File: src/rtl/if_stage_pkg.sv
// Shared definitions for the fetch stage and its neighbours: bus widths,
// the default boot address, the fetch-stage state type and a bus packer.
package if_stage_pkg;

    localparam int unsigned IF_TO_IPD_BUS_WD = 96;
    localparam int unsigned ID_TO_IPD_BUS_WD = 33;
    // Redirects from ID use the same {cancel, pc} encoding as the IPD bus.
    localparam int unsigned ID_TO_IF_BUS_WD  = ID_TO_IPD_BUS_WD;

    localparam logic [31:0] DEFAULT_RESET_PC = 32'h1c000000;

    typedef enum logic {
        StBoot,
        StRun
    } fs_state_e;

    // Layout seen by pre-decode: {pred_PC, inst_PC, instruction slot}.
    // The instruction slot is zero; pre-decode takes the word from the RAM.
    function automatic logic [IF_TO_IPD_BUS_WD-1:0] pack_if_bus(
        input logic [31:0] pred_pc,
        input logic [31:0] inst_pc
    );
        return {pred_pc, inst_pc, 32'b0};
    endfunction

endpackage

File: src/rtl/if_btb.sv
// Direct-mapped branch target buffer for the fetch stage.
// Combinational lookup on the current fetch PC; synchronous update from ID.
// A same-cycle update and lookup of one index returns the old contents.
module if_btb
    import if_stage_pkg::*;
#(
    parameter int unsigned BTB_ENTRIES = 8
) (
    input  logic        clk,
    input  logic        reset,
    input  logic [31:0] lookup_pc,
    output logic        hit,
    output logic [31:0] hit_target,
    input  logic        upd_valid,
    input  logic [31:0] upd_pc,
    input  logic [31:0] upd_target,
    input  logic        upd_taken
);

    localparam int unsigned IdxW = $clog2(BTB_ENTRIES);
    localparam int unsigned TagW = 30 - IdxW;

    logic [BTB_ENTRIES-1:0] valid_q;
    logic [TagW-1:0]        tag_q    [BTB_ENTRIES];
    logic [31:0]            target_q [BTB_ENTRIES];

    logic [IdxW-1:0] lk_idx;
    logic [TagW-1:0] lk_tag;
    logic [IdxW-1:0] up_idx;
    logic [TagW-1:0] up_tag;
    logic            up_tag_match;

    assign lk_idx = lookup_pc[2 +: IdxW];
    assign lk_tag = lookup_pc[31 -: TagW];
    assign up_idx = upd_pc[2 +: IdxW];
    assign up_tag = upd_pc[31 -: TagW];

    // Instructions are word aligned; the byte offset never reaches the BTB.
    logic unused_pc_lsbs;
    assign unused_pc_lsbs = ^{lookup_pc[1:0], upd_pc[1:0]};

    // Lookup: hit when the indexed entry is live and its tag matches.
    always_comb begin
        hit        = valid_q[lk_idx] && (tag_q[lk_idx] == lk_tag);
        hit_target = target_q[lk_idx];
    end

    assign up_tag_match = valid_q[up_idx] && (tag_q[up_idx] == up_tag);

    // Valid bits: taken allocates, not-taken evicts only its own entry.
    always_ff @(posedge clk) begin
        if (reset) begin
            valid_q <= '0;
        end else if (upd_valid) begin
            if (upd_taken) begin
                valid_q[up_idx] <= 1'b1;
            end else if (up_tag_match) begin
                valid_q[up_idx] <= 1'b0;
            end
        end
    end

    // Tag/target payload is qualified by valid_q, so it needs no reset.
    always_ff @(posedge clk) begin
        if (upd_valid && upd_taken) begin
            tag_q[up_idx]    <= up_tag;
            target_q[up_idx] <= upd_target;
        end
    end

endmodule

File: src/rtl/if_stage.sv
// Instruction fetch stage: owns the fetch PC, drives the synchronous
// instruction RAM and hands {pred_PC, inst_PC} to pre-decode.
// Optional branch target buffer enabled by defining IF_BTB_EN.
module if_stage
    import if_stage_pkg::*;
#(
    parameter logic [31:0] RESET_PC    = DEFAULT_RESET_PC,
    parameter int unsigned BTB_ENTRIES = 8
) (
    input  logic                        clk,
    input  logic                        reset,
    input  logic [ID_TO_IF_BUS_WD-1:0]  ID_to_IF_bus,
    input  logic                        br_upd_valid,
    input  logic [31:0]                 br_upd_pc,
    input  logic [31:0]                 br_upd_target,
    input  logic                        br_upd_taken,
    input  logic                        IPD_allow_in,
    output logic                        IF_to_IPD_valid,
    output logic [IF_TO_IPD_BUS_WD-1:0] IF_to_IPD_bus,
    output logic                        inst_ram_en,
    output logic [3:0]                  inst_ram_we,
    output logic [31:0]                 inst_ram_addr,
    output logic [31:0]                 inst_ram_w_data
);

    fs_state_e   state_q, state_d;
    logic [31:0] fs_pc_q, fs_pc_d;
    logic [31:0] pred_pc;
    logic [31:0] seq_pc;
    logic        br_taken_cancel;
    logic [31:0] pc_from_id;
    logic        xfer;

    assign br_taken_cancel = ID_to_IF_bus[32];
    assign pc_from_id      = ID_to_IF_bus[31:0];

    // Sequential successor; wraps silently at the top of the address space.
    assign seq_pc = fs_pc_q + 32'd4;

`ifdef IF_BTB_EN
    logic        btb_hit;
    logic [31:0] btb_target;

    if_btb #(
        .BTB_ENTRIES (BTB_ENTRIES)
    ) u_btb (
        .clk        (clk),
        .reset      (reset),
        .lookup_pc  (fs_pc_q),
        .hit        (btb_hit),
        .hit_target (btb_target),
        .upd_valid  (br_upd_valid),
        .upd_pc     (br_upd_pc),
        .upd_target (br_upd_target),
        .upd_taken  (br_upd_taken)
    );

    assign pred_pc = btb_hit ? btb_target : seq_pc;
`else
    // Without a BTB the resolved-branch feed has no consumer.
    localparam int unsigned unused_btb_entries = BTB_ENTRIES;
    logic unused_br_upd;
    assign unused_br_upd = ^{br_upd_valid, br_upd_pc, br_upd_target, br_upd_taken};

    assign pred_pc = seq_pc;
`endif

    // Fetch state register: BOOT holds off the first fetch for one cycle.
    always_ff @(posedge clk) begin
        if (reset) begin
            state_q <= StBoot;
        end else begin
            state_q <= state_d;
        end
    end

    // Next state, valid and handshake; a redirect squashes the current fetch.
    always_comb begin
        state_d         = state_q;
        IF_to_IPD_valid = 1'b0;
        unique case (state_q)
            StBoot: begin
                state_d = StRun;
            end
            StRun: begin
                IF_to_IPD_valid = !br_taken_cancel;
            end
            default: begin
                state_d = StBoot;
            end
        endcase
        xfer = IF_to_IPD_valid && IPD_allow_in;
    end

    // Fetch PC priority: redirect beats handshake beats hold.
    always_comb begin
        fs_pc_d = fs_pc_q;
        if (br_taken_cancel) begin
            fs_pc_d = pc_from_id;
        end else if (xfer) begin
            fs_pc_d = pred_pc;
        end
    end

    // Fetch PC register.
    always_ff @(posedge clk) begin
        if (reset) begin
            fs_pc_q <= RESET_PC;
        end else begin
            fs_pc_q <= fs_pc_d;
        end
    end

    // RAM is read only on a handshake so its output holds across a stall;
    // pre-decode latches inst_PC on the same edge the RAM samples the address.
    always_comb begin
        inst_ram_en     = xfer;
        inst_ram_we     = 4'b0;
        inst_ram_addr   = fs_pc_q;
        inst_ram_w_data = 32'b0;
        IF_to_IPD_bus   = pack_if_bus(pred_pc, fs_pc_q);
    end

endmodule

File: config.mk
export PLATFORM = sky130hd
export DESIGN_NAME = if_stage
export DESIGN_NICKNAME = d
export VERILOG_FILES = /design/src/rtl/if_stage_pkg.sv /design/src/rtl/if_btb.sv /design/src/rtl/if_stage.sv
export SDC_FILE = /design/constraint.sdc
export NUM_CORES = 1
export LEC_CHECK = 0
export ABC_CLOCK_PERIOD_IN_PS = 2250
export CORE_ASPECT_RATIO = 0.7
export CORE_MARGIN = 2
export CORE_UTILIZATION = 30
export DETAILED_ROUTE_END_ITERATION = 8
export GPL_TIMING_DRIVEN = 0
export PLACE_DENSITY = 0.79
export REMOVE_ABC_BUFFERS = 1
export SLEW_MARGIN = 20
export SYNTH_ARGS = -nofsm -noshare
export SYNTH_HDL_FRONTEND = slang
export SYNTH_SLANG_ARGS = --single-unit
File: constraint.sdc
create_clock -name clk -period 2.25 [get_ports clk]
set_input_delay 0.45 -clock clk [delete_from_list [all_inputs] [get_ports clk]]
set_output_delay 0.45 -clock clk [all_outputs]
set_load 0.02 [all_outputs]
* Word-level counts from Yosys, hierarchy flattened *
Cells that the tools add are included.

word-level totals
  register bits = 33
  input port bits = 102
  output and inout port bits = 166
  word-level logic and storage cells = 10

cells by class
  add/sub/neg operators = 1
  multiplexer cells = 4
  reduce and logical (&&, ||, !) cells = 3

operator list
  operator                                                          count
  32-bit two-way mux                                                2
  32-bit by 3-bit adder with 32-bit output (second input constant)  1
  1-bit two-way mux                                                 2
  2-bit nonzero test                                                1
  1-bit logical AND                                                 1
  1-bit logical NOT                                                 1

* Longest topological paths before layout *
Gate-level depths: netlist of run 1.

  depth after elaboration = 5
  gate-level depth with buffers = 8
  mapped depth without buffers = 5

* Worst setup path after synthesis of run 1 *
No wires, ideal clock.

  kind = register to output
  from = register fs_pc_q[3], in the netlist inst_ram_addr[3]
  to = output port IF_to_IPD_bus[92]
  arrival = 2.146 ns
  required time = 1.800 ns
  setup slack = -0.346 ns
  cell stages (with the launch flop) = 9
  buffers on the path = 3
  cell sequence = dfxtp_1 -> ha_1 -> and4_1 -> buf_4 -> nand4_2 -> buf_6 -> buf_2 -> nor4_1 -> xor2_1

on the way
  longest elaborated chain between the ends = 1

ends and longest elaborated chain
  element                                   line             RTL
  from (decl)                               if_stage.sv:27   logic [31:0] fs_pc_q, fs_pc_d;
  from (signal assigned)                    if_stage.sv:110  fs_pc_q <= fs_pc_d;
  32-bit by 3-bit adder with 32-bit output  if_stage.sv:38   assign seq_pc = fs_pc_q + 32'd4;
  to (decl)                                 if_stage.sv:19   output logic [IF_TO_IPD_BUS_WD-1:0] IF_to_IPD_bus,

Every way passes these cells.

* Worst setup path in the final report of run 1 *
Same ends and word-level chain as after synthesis.

==> results of run 1 <==
## kinds of logic after synthesis
| kind of cell | after synthesis | synth area share [%] |
|---|---|---|
| AND/OR/NAND/NOR | 155 | 26.7 |
| buffers and inverters | 139 | 28.9 |
| AO/OA/AOI/OAI | 53 | 13.0 |
| XOR/XNOR | 36 | 9.75 |
| flip-flops | 33 | 20.4 |
| multiplexers | 2 | 0.619 |
| adder cells (fa/ha/maj) | 1 | 0.387 |
| other | 1 | 0.116 |
## path summary, 6_finish.rpt
| kind | to | cells past startpoint | start | slack (ns) |
|---|---|---|---|---|
| worst max-delay path | IF_to_IPD_bus[92] | 7 | inst_ram_addr[3]$_SDFFE_PP0P_ | -0.14 |
| worst min-delay path | inst_ram_addr[15]$_SDFFE_PP0P_ | 2 | inst_ram_addr[15]$_SDFFE_PP0P_ | 0.56 |
| worst max register to register | inst_ram_addr[25]$_SDFFE_PP0P_ | 6 | inst_ram_addr[16]$_SDFFE_PP0P_ | 0.16 |
| worst min register to register | inst_ram_addr[15]$_SDFFE_PP0P_ | 2 | inst_ram_addr[15]$_SDFFE_PP0P_ | 0.56 |
## state kept, by name, summed over array words and instances, names as in the netlist
signal / flops
state_q: 1
inst_ram_addr: 32
## worst min-delay path: stages, from the launching register on
cell      delay (ns)
dfxtp_4         0.37
o31ai_1         0.07
a311oi_1        0.08
## report_power, final
part           internal (mW)  leakage, nW  total, mW  switching, mW
combinational          0.337         1.87      0.789          0.451
clock                  0.554       0.0841      0.836          0.282
sequential             0.620        0.287      0.698         0.0779
## what timing repair did
item | CTS | global route
buffers inserted | 44 | 15
endpoints found under the hold margin | 0 | 0
cloned | 5 | 1
gates resized for setup | 209 | 35
setup endpoints to repair | 39 | 27
pin swaps | 25 | 17
## cell usage in the layout (no fill, tap or decap), types with 5 or more instances in the layout
cell type | Yosys | final
a211oi_1 | 10 | 10
a311oi_1 | 8 | 8
and3_1 | 6 | 6
and4_1 | 10 | 5
and4_4 | 0 | 5
buf_4 | 103 | 63
buf_6 | 2 | 10
clkbuf_16 | 0 | 5
clkdlybuf4s50_1 | 0 | 102
conb_1 | 1 | 68
dfxtp_1 | 33 | 6
dfxtp_2 | 0 | 6
dfxtp_4 | 0 | 21
inv_1 | 7 | 6
nand2_1 | 27 | 21
nand3_1 | 15 | 15
nand4_1 | 11 | 11
nor2_1 | 30 | 26
nor3_1 | 15 | 9
nor3_4 | 0 | 5
nor4_1 | 12 | 8
o21ai_0 | 5 | 5
o31ai_1 | 6 | 6
or3_4 | 1 | 5
or4_1 | 9 | 9
xnor2_1 | 17 | 14
xor2_1 | 19 | 19
## area by class of cell
type | count | area, um2
inverters | 8 | 30.0
flip-flops and latches | 33 | 747
clock inverters | 1 | 30.0
well taps | 132 | 165
multi-input cells | 321 | 2240
fillers | 984 | 5310
repair buffers | 190 | 1760
clock buffers | 7 | 143
## routing by layer
| layer | vias up | share of wire [%] | track usage, % |
|---|---|---|---|
| li1 | 1629 | - | - |
| met1 | 1717 | 44 | 25.1 |
| met2 | 194 | 48 | 31.6 |
| met3 | 13 | 7.6 | 4.21 |
| met4 | 0 | 0.85 | 5.13 |
| met5 | - | 0 | 0 |
## through the flow
stage / setup slack [ns] / instance area [um2]
2_1_floorplan: -0.534 / 2580
6_report: -0.140 / 5120
4_1_cts: -0.170 / 4940
3_5_place_dp: -1.12 / 4070
5_1_grt: -0.201 / 5120
3_3_place_gp: -1.45 / 4080
==> results.py, run 1 <==
metrics = {
    "final_layout": {
        "layout.nets": 662,
        "post-route-util_pct": 49.1,
        "areaGrowthSynthToFinish_pct": 58.4,
        "finalNonFillerCells": 692,
        "drive_gt1_share_pct": 29.1,
        "diodes": 0,
    },
    "placed_design": {
        "portBuffers": 133,
        "hpwl_um": 6860,
        "dp_cells": 621,
        "routabilityCongestion": 0.746,
    },
    "timing": {
        "setup_viol": 13,
        "post-route-period-util_pct": 106,
        "rsz0062_at_grt": "true",
        "maxSlewViolCount": 0,
        "min_period_ns": 2.39,
        "fin_ws_ns": -0.140,
        "worst_pin_slew_ns": 0.834,
        "skew_ns": 0.0114,
        "hold_viol": 0,
        "relSlewSlack_pct": 44.3,
        "holdWs_ns": 0.559,
        "max_freq_mhz": 418,
        "setup_tns_ns": -1.07,
    },
    "logic_synthesis": {
        "synth_edf_count": 0,
        "syn_inst": 420,
        "yosysSeqAreaShare_pct": 20.4,
        "synthTopCellsByCount": "buf_4 (103), dfxtp_1 (33), nor2_1 (30)",
        "synth_async_sr_flop_share_pct": 0,
        "avgSynthCellArea_um2": 7.70,
        "ys_ff_latch": 33,
        "synth_most_common_cell": "buf_4",
        "synth.top_cells.by_area": "buf_4 (24%), dfxtp_1 (20%), xor2_1 (5.1%)",
        "synth_top_area_share_pct": 23.9,
        "synth_area_um2": 3230,
        "ys_warn_count": 0,
        "synthFlopType": "dfxtp_1",
        "yosysUniqueCellTypes": 48,
        "yosys.area.top_type": "buf_4",
    },
    "critical_path": {
        "critPathMaxFanout": 5,
        "cp.arrival_ns": 1.94,
        "worstSetupStartpointType": "register",
        "required_ns": 1.80,
        "crit_chain": "ha_4 > and4_4 > nand4_4 > buf_6 > nor4_4 > xor2_1 > buf_4",
        "critical_path.slowest_cell": "dfxtp_4",
        "slowest_delay_ns": 0.37,
        "worst_setup_path_end_kind": "primary output",
        "path_class": "register to primary output",
        "cp_top_family": "simple AND/OR/NAND/NOR gates",
        "crit_buf_inv": 2,
    },
    "clocking": {
        "cts_sinks": 33,
        "worst_skew_pair.late_latency_ns": 0.29,
        "htreeDepth": 2,
        "cts_made_buffers": 5,
        "postCtsHoldBufs": 0,
        "tritoncts": "built",
        "clockRootBuffer": "clkbuf_16",
        "clk_path_buf_depth": 2,
        "clk_pin_slew_ns": 0.06,
    },
    "floorplan": {
        "core_um2": 10400,
        "die_h_um": 90.9,
        "pin_count": 268,
        "die_w_um": 128,
        "die_area_um2": 11600,
        "core.rowCount": 31,
        "initial_core_util_pct": 31.0,
    },
    "global_route": {
        "overflow": 0,
        "track_usage_pct": 19.1,
        "first_global_vias": 3300,
        "grt_max_degree": 49,
        "antenna_found_initial": 0,
        "grt_pass1_wl_um": 17500,
    },
    "detailed_routing": {
        "via_per_inst": 5.13,
        "drt-initial-drc-count": 198,
        "drt-wirelength-per-cell_um": 17.3,
        "wl_um": 12000,
        "first_pass_iters": 5,
        "remaining_drc_errors": 0,
        "ant_nets": 0,
        "vias": 3553,
    },
    "run_status": {
        "outcome": "complete, but fails checks",
        "violations": "negative setup slack",
    },
    "power": {
        "power_mw": 2.32,
        "p_leak_nw": 2.24,
        "power_density_nw_per_um2": 453,
        "ir_worst_vdd_uv": 292,
    },
    "hold_path": {
        "hp-class": "register to register",
    },
    "run": {
        "max_cap_viol_count": 0,
    },
}
(Power assumes the default switching activity.)
==> run 2, diff against run 1 <==
Settings changed: CAP_MARGIN set to 0, TNS_END_PERCENT set to 50.
==> run 2 against run 1 <==
Compared with the run above:
- the run still ends with negative setup slack left
- wire length decreased by 2.4%
- combinational power decreased by 1%
- cell count is 1.4% lower
- critical path type unchanged
- largest power group unchanged
- highest routed layer unchanged
- core utilization is 1.0 points lower
- power fell by 0.76%
- via count down 2.2%
- global-route usage about the same
- sequential power about the same
- fmax shrank 0.65%
- flip-flop and latch count unchanged
- non-clock buffer count down 9
- worst setup slack got worse by 0.016 ns
==> results.py, run 2 (same netlist as run 1, synthesis figures left out) <==
metrics = {
    "global_route": {
        "track_usage_pct": 19.2,
        "grt_pass1_wl_um": 17500,
        "overflow": 0,
        "antenna_found_initial": 0,
        "first_global_vias": 3300,
        "grt_max_degree": 49,
    },
    "final_layout": {
        "mostFrequentLayoutCell": "clkdlybuf4s50_1",
        "layout.nets": 652,
        "drive_gt1_share_pct": 26.7,
        "fillers": 997,
        "final_cell_area_um2": 5010,
        "post-route-util_pct": 48.1,
        "multi_input_area_um2": 2220,
        "areaGrowthSynthToFinish_pct": 55.1,
        "layout_common_cells": "clkdlybuf4s50_1 (102), conb_1 (68), buf_4 (53)",
        "diodes": 0,
        "largest_register_ffs": 32,
        "regArea_um2": 742,
    },
    "timing": {
        "hold_viol": 0,
        "setup_tns_ns": -1.26,
        "skew_ns": 0.00930,
        "min_period_ns": 2.41,
        "setup_viol": 14,
        "max_freq_mhz": 416,
        "holdWs_ns": 0.563,
        "worst_pin_slew_ns": 0.833,
        "fin_ws_ns": -0.155,
        "relSlewSlack_pct": 44.4,
        "maxSlewViolCount": 0,
        "rsz0062_at_grt": "true",
        "post-route-period-util_pct": 107,
    },
    "critical_path": {
        "r2r_cells": 6,
        "r2r_slack_ns": 0.18,
        "crit_end": "IF_to_IPD_bus[92]",
        "crit_chain": "buf_4 > nand2_2 > or3_4 > nor4_4 > xor2_1 > buf_4",
        "crit_buf_inv": 2,
        "required_ns": 1.80,
        "crit_top_cell": "buf_4",
        "worst_setup_path_end_kind": "primary output",
        "critPathMaxFanout": 6,
        "path_class": "register to primary output",
        "critical_path_depth": 6,
        "worstReg2RegEnd": "inst_ram_addr[18]$_SDFFE_PP0P_",
        "slowest_delay_ns": 0.48,
        "regToRegStartpoint": "inst_ram_addr[3]$_SDFFE_PP0P_",
        "cp.arrival_ns": 1.96,
        "crit_start": "inst_ram_addr[18]$_SDFFE_PP0P_",
        "worstSetupStartpointType": "register",
        "critical_path.slowest_cell": "or3_4",
        "cp_top_family": "simple AND/OR/NAND/NOR gates",
    },
    "floorplan": {
        "die_area_um2": 11600,
        "core.rowCount": 31,
        "core_um2": 10400,
        "initial_core_util_pct": 31.0,
        "die_w_um": 128,
        "pin_count": 268,
        "die_h_um": 90.9,
    },
    "detailed_routing": {
        "ant_nets": 0,
        "remaining_drc_errors": 0,
        "vias": 3476,
        "wl_um": 11700,
        "first_pass_iters": 5,
        "drt-wirelength-per-cell_um": 17.2,
        "drt-initial-drc-count": 179,
        "via_per_inst": 5.10,
    },
    "clocking": {
        "cts_sinks": 33,
        "worst_skew_pair.late_latency_ns": 0.28,
        "clk_path_buf_depth": 2,
        "tritoncts": "built",
        "htreeDepth": 2,
        "clockRootBuffer": "clkbuf_16",
        "clk_pin_slew_ns": 0.06,
        "cts_made_buffers": 5,
    },
    "placed_design": {
        "portBuffers": 133,
        "hpwl_um": 6860,
        "routabilityCongestion": 0.746,
        "placed_area_um2": 4070,
    },
    "power": {
        "ir_worst_vdd_uv": 294,
        "power_density_nw_per_um2": 460,
        "p_leak_nw": 2.18,
    },
    "run_status": {
        "outcome": "complete, but fails checks",
        "violations": "negative setup slack",
    },
    "hold_path": {
        "hold_path_depth": 2,
        "hp-class": "register to register",
        "worstHoldStart": "inst_ram_addr[15]$_SDFFE_PP0P_",
    },
    "run": {
        "max_cap_viol_count": 0,
    },
}
run 2: cell type report:
| type | instances | share of cell area (%) |
|---|---|---|
| Inverter | 8 | 0.599 |
| Timing Repair Buffer | 181 | 33.6 |
| Multi-Input combinational cell | 320 | 44.2 |
| Clock buffer | 7 | 2.85 |
| Tap cell | 132 | 3.29 |
| Clock inverter | 1 | 0.599 |
| Sequential cell | 33 | 14.8 |
run 2: how the worst min path moves through the flow:
stage	to	slack (ns)
after floorplan	inst_ram_addr[2]$_SDFFE_PP0P_	0.52
after global placement	inst_ram_addr[1]$_SDFFE_PP0P_	0.53
after detailed placement	inst_ram_addr[1]$_SDFFE_PP0P_	0.54
after CTS	inst_ram_addr[15]$_SDFFE_PP0P_	0.56
after global routing	inst_ram_addr[15]$_SDFFE_PP0P_	0.59
final	inst_ram_addr[15]$_SDFFE_PP0P_	0.56
run 2: timing repair:
action	CTS	global route
setup buffers	44	5
pin swaps	25	10
gates cloned	5	0
setup endpoints to repair	39	23
hold endpoints to repair	0	0
hold buffers	0	0
gates resized for setup	208	14
run 2: through the flow:
step	cells	setup slack (ns)	power [mW]
after floorplan	356	-0.534	1.07
after global placement	621	-1.45	1.42
after detailed placement	621	-1.12	1.42
after CTS	678	-0.170	2.31
after global routing	682	-0.219	2.40
final	682	-0.155	2.30
run 2: per-layer routing:
layer	wire length [um]	up-vias	track usage, %
met4	125	0	5.13
li1	-	1602	-
met3	909	15	4.21
met1	5070	1670	25.1
met2	5590	189	31.7
met5	0	-	0
run 2: power by group:
group	switching (mW)	internal (mW)	leakage (nW)
clock	0.277	0.554	0.0841
sequential	0.0753	0.621	0.286
combinational	0.447	0.331	1.81
total	0.799	1.51	2.18
run 2: worst register-to-register path, cell delays in order (launching register included):
cell and delay, ns:
dfxtp_4 0.37, ha_4 0.13, and4_4 0.26, buf_4 0.15
nand4_2 0.34, or3_1 0.47, a311oi_1 0.26
==> run 3, diff against run 2 <==
Settings changed: CTS_BUF_LIST set to sky130_fd_sc_hd__clkbuf_4.
==> run 3 against run 2 <==
Compared with the run above:
- the flow still finishes with violations (negative setup slack)
- via count rose by 0.46%
- cell area fell by 3.6%
- clock power fell by 41%
- register-to-register slack barely moved
- sequential power fell by 0.9%
- flip-flop and latch count did not move
- cell count did not move
- core utilization fell by 1.8 points
- sequential share of layout area rose by 0.61 points
==> results.py, run 3 (same netlist as run 1, synthesis figures left out) <==
metrics = {
    "timing": {
        "holdWs_ns": 0.571,
        "relSlewSlack_pct": 44.3,
        "post-route-period-util_pct": 110,
        "worst_pin_slew_ns": 0.834,
        "min_period_ns": 2.48,
        "skew_ns": 0.0225,
        "rsz0062_at_grt": "true",
        "fin_ws_ns": -0.232,
        "hold_viol": 0,
        "setup_viol": 17,
        "maxSlewViolCount": 0,
        "max_freq_mhz": 403,
    },
    "detailed_routing": {
        "vias": 3492,
        "via_per_inst": 5.12,
        "drt-wirelength-per-cell_um": 17.2,
        "first_pass_iters": 4,
        "drt-initial-drc-count": 265,
        "remaining_drc_errors": 0,
        "wl_um": 11700,
        "ant_nets": 0,
    },
    "final_layout": {
        "post-route-util_pct": 46.3,
        "drive_gt1_share_pct": 26.4,
        "largest_register_ffs": 32,
        "layout_common_cells": "clkdlybuf4s50_1 (102), conb_1 (68), buf_4 (59)",
        "layout.nets": 652,
        "diodes": 0,
        "fillers": 1047,
        "finalNonFillerCells": 682,
        "mostFrequentLayoutCell": "clkdlybuf4s50_1",
        "areaGrowthSynthToFinish_pct": 49.4,
    },
    "floorplan": {
        "pin_count": 268,
        "core_um2": 10400,
        "die_area_um2": 11600,
        "core.rowCount": 31,
        "die_h_um": 90.9,
        "die_w_um": 128,
        "initial_core_util_pct": 31.0,
    },
    "global_route": {
        "overflow": 0,
        "first_global_vias": 3170,
        "grt_max_degree": 49,
        "track_usage_pct": 18.8,
        "grt_pass1_wl_um": 17200,
        "antenna_found_initial": 0,
    },
    "power": {
        "p_leak_nw": 2.05,
        "ir_worst_vdd_uv": 247,
        "power_density_nw_per_um2": 406,
    },
    "critical_path": {
        "worstSetupStartpointType": "register",
        "r2r_cells": 6,
        "slowest_delay_ns": 0.47,
        "required_ns": 1.80,
        "cp.arrival_ns": 2.03,
        "path_class": "register to primary output",
        "worstReg2RegEnd": "inst_ram_addr[18]$_SDFFE_PP0P_",
        "r2r_slack_ns": 0.17,
        "crit_chain": "nand2_2 > or3_4 > nor4_4 > xor2_1 > buf_4",
        "critPathMaxFanout": 8,
        "worst_setup_path_end_kind": "primary output",
        "critical_path.slowest_cell": "or3_4",
        "regToRegStartpoint": "inst_ram_addr[3]$_SDFFE_PP0P_",
    },
    "hold_path": {
        "hp-class": "register to register",
        "worstHoldStart": "inst_ram_addr[15]$_SDFFE_PP0P_",
        "hold_path_depth": 2,
        "whs_endpoint": "inst_ram_addr[15]$_SDFFE_PP0P_",
    },
    "clocking": {
        "worst_skew_pair.late_latency_ns": 0.36,
        "clockRootBuffer": "clkbuf_4",
        "tritoncts": "built",
        "postCtsHoldBufs": 0,
        "cts_made_buffers": 5,
        "clk_path_buf_depth": 2,
        "clk_pin_slew_ns": 0.14,
        "cts_sinks": 33,
        "htreeDepth": 2,
    },
    "placed_design": {
        "hpwl_um": 6860,
        "routabilityCongestion": 0.746,
        "dp_slack_ns": -1.12,
        "dp_cells": 621,
        "portBuffers": 133,
    },
    "run": {
        "max_cap_viol_count": 0,
    },
    "run_status": {
        "outcome": "complete, but fails checks",
        "violations": "negative setup slack",
    },
}
## run 3: cell count changes in the layout (fill, tap and decap cells not counted), moves of 3 or more
cell	previous run	this run
dfxtp_2	8	1
buf_4	53	59
clkbuf_4	0	6
dlygate4sd2_1	7	1
clkbuf_16	5	0
dfxtp_1	6	10
clkbuf_2	1	4
dfxtp_4	19	22
## run 3: report_power, final
group	total [mW]	internal, mW	switching, mW
sequential	0.690	0.617	0.0730
clock	0.487	0.244	0.244
combinational	0.786	0.336	0.450
total	1.96	1.20	0.767
## run 3: worst max-delay path: cells and delay by family (launching register included)
| family | cells | cell delay, ns |
|---|---|---|
| simple gates | 3 | 0.91 |
| xor+xnor | 1 | 0.18 |
| buf+inv | 1 | 0.16 |
| flops | 1 | 0.41 |
## run 3: final cells by class
cell class | count | area, um2 | share of cell area (%)
timing repair buffer | 182 | 1650 | 34.2
clock buffer | 6 | 45.0 | 0.932
tap | 132 | 165 | 3.42
clock inverter | 2 | 33.8 | 0.699
sequential | 33 | 744 | 15.4
inverter | 8 | 30.0 | 0.622
multi-input combinational | 319 | 2160 | 44.7
## run 3: worst max path at each step
stage / from / to / slack, ns / cells past startpoint
after global routing: inst_ram_addr[11]$_SDFFE_PP0P_ / IF_to_IPD_bus[91] / -0.33 / 6
after CTS: inst_ram_addr[2]$_SDFFE_PP0P_ / IF_to_IPD_bus[87] / -0.25 / 6
after global placement: ID_to_IF_bus[32] / inst_ram_addr[31]$_SDFFE_PP0P_ / -1.45 / 5
after detailed placement: inst_ram_addr[2]$_SDFFE_PP0P_ / IF_to_IPD_bus[92] / -1.12 / 6
after floorplan: inst_ram_addr[3]$_SDFFE_PP0P_ / IF_to_IPD_bus[92] / -0.53 / 5
final: inst_ram_addr[16]$_SDFFE_PP0P_ / IF_to_IPD_bus[92] / -0.23 / 5
## run 3: through the flow
stage                     cell area (um2)  power [mW]  setup TNS (ns)
after floorplan                      2580        1.07           -6.56
after global placement               4080        1.42          -53.02
after detailed placement             4070        1.42          -22.91
after CTS                            4720        1.95           -3.18
after global routing                 4830        2.06           -4.64
final                                4830        1.96           -2.65
## run 3: routing by layer
layer	GRT usage, %	wire [um]	vias up
met1	24.8	5190	1709
li1	-	-	1591
met3	4.27	870	17
met2	31.4	5520	175
met4	4.12	115	0
met5	0	0	-
## run 3: what timing repair did
action / 4_1_cts / 5_1_grt
gates cloned: 4 / 0
buffers inserted: 38 / 11
pin swaps: 18 / 9
hold endpoints to repair: 0 / 0
endpoints found under the setup margin: 38 / 31
resized for setup: 200 / 26
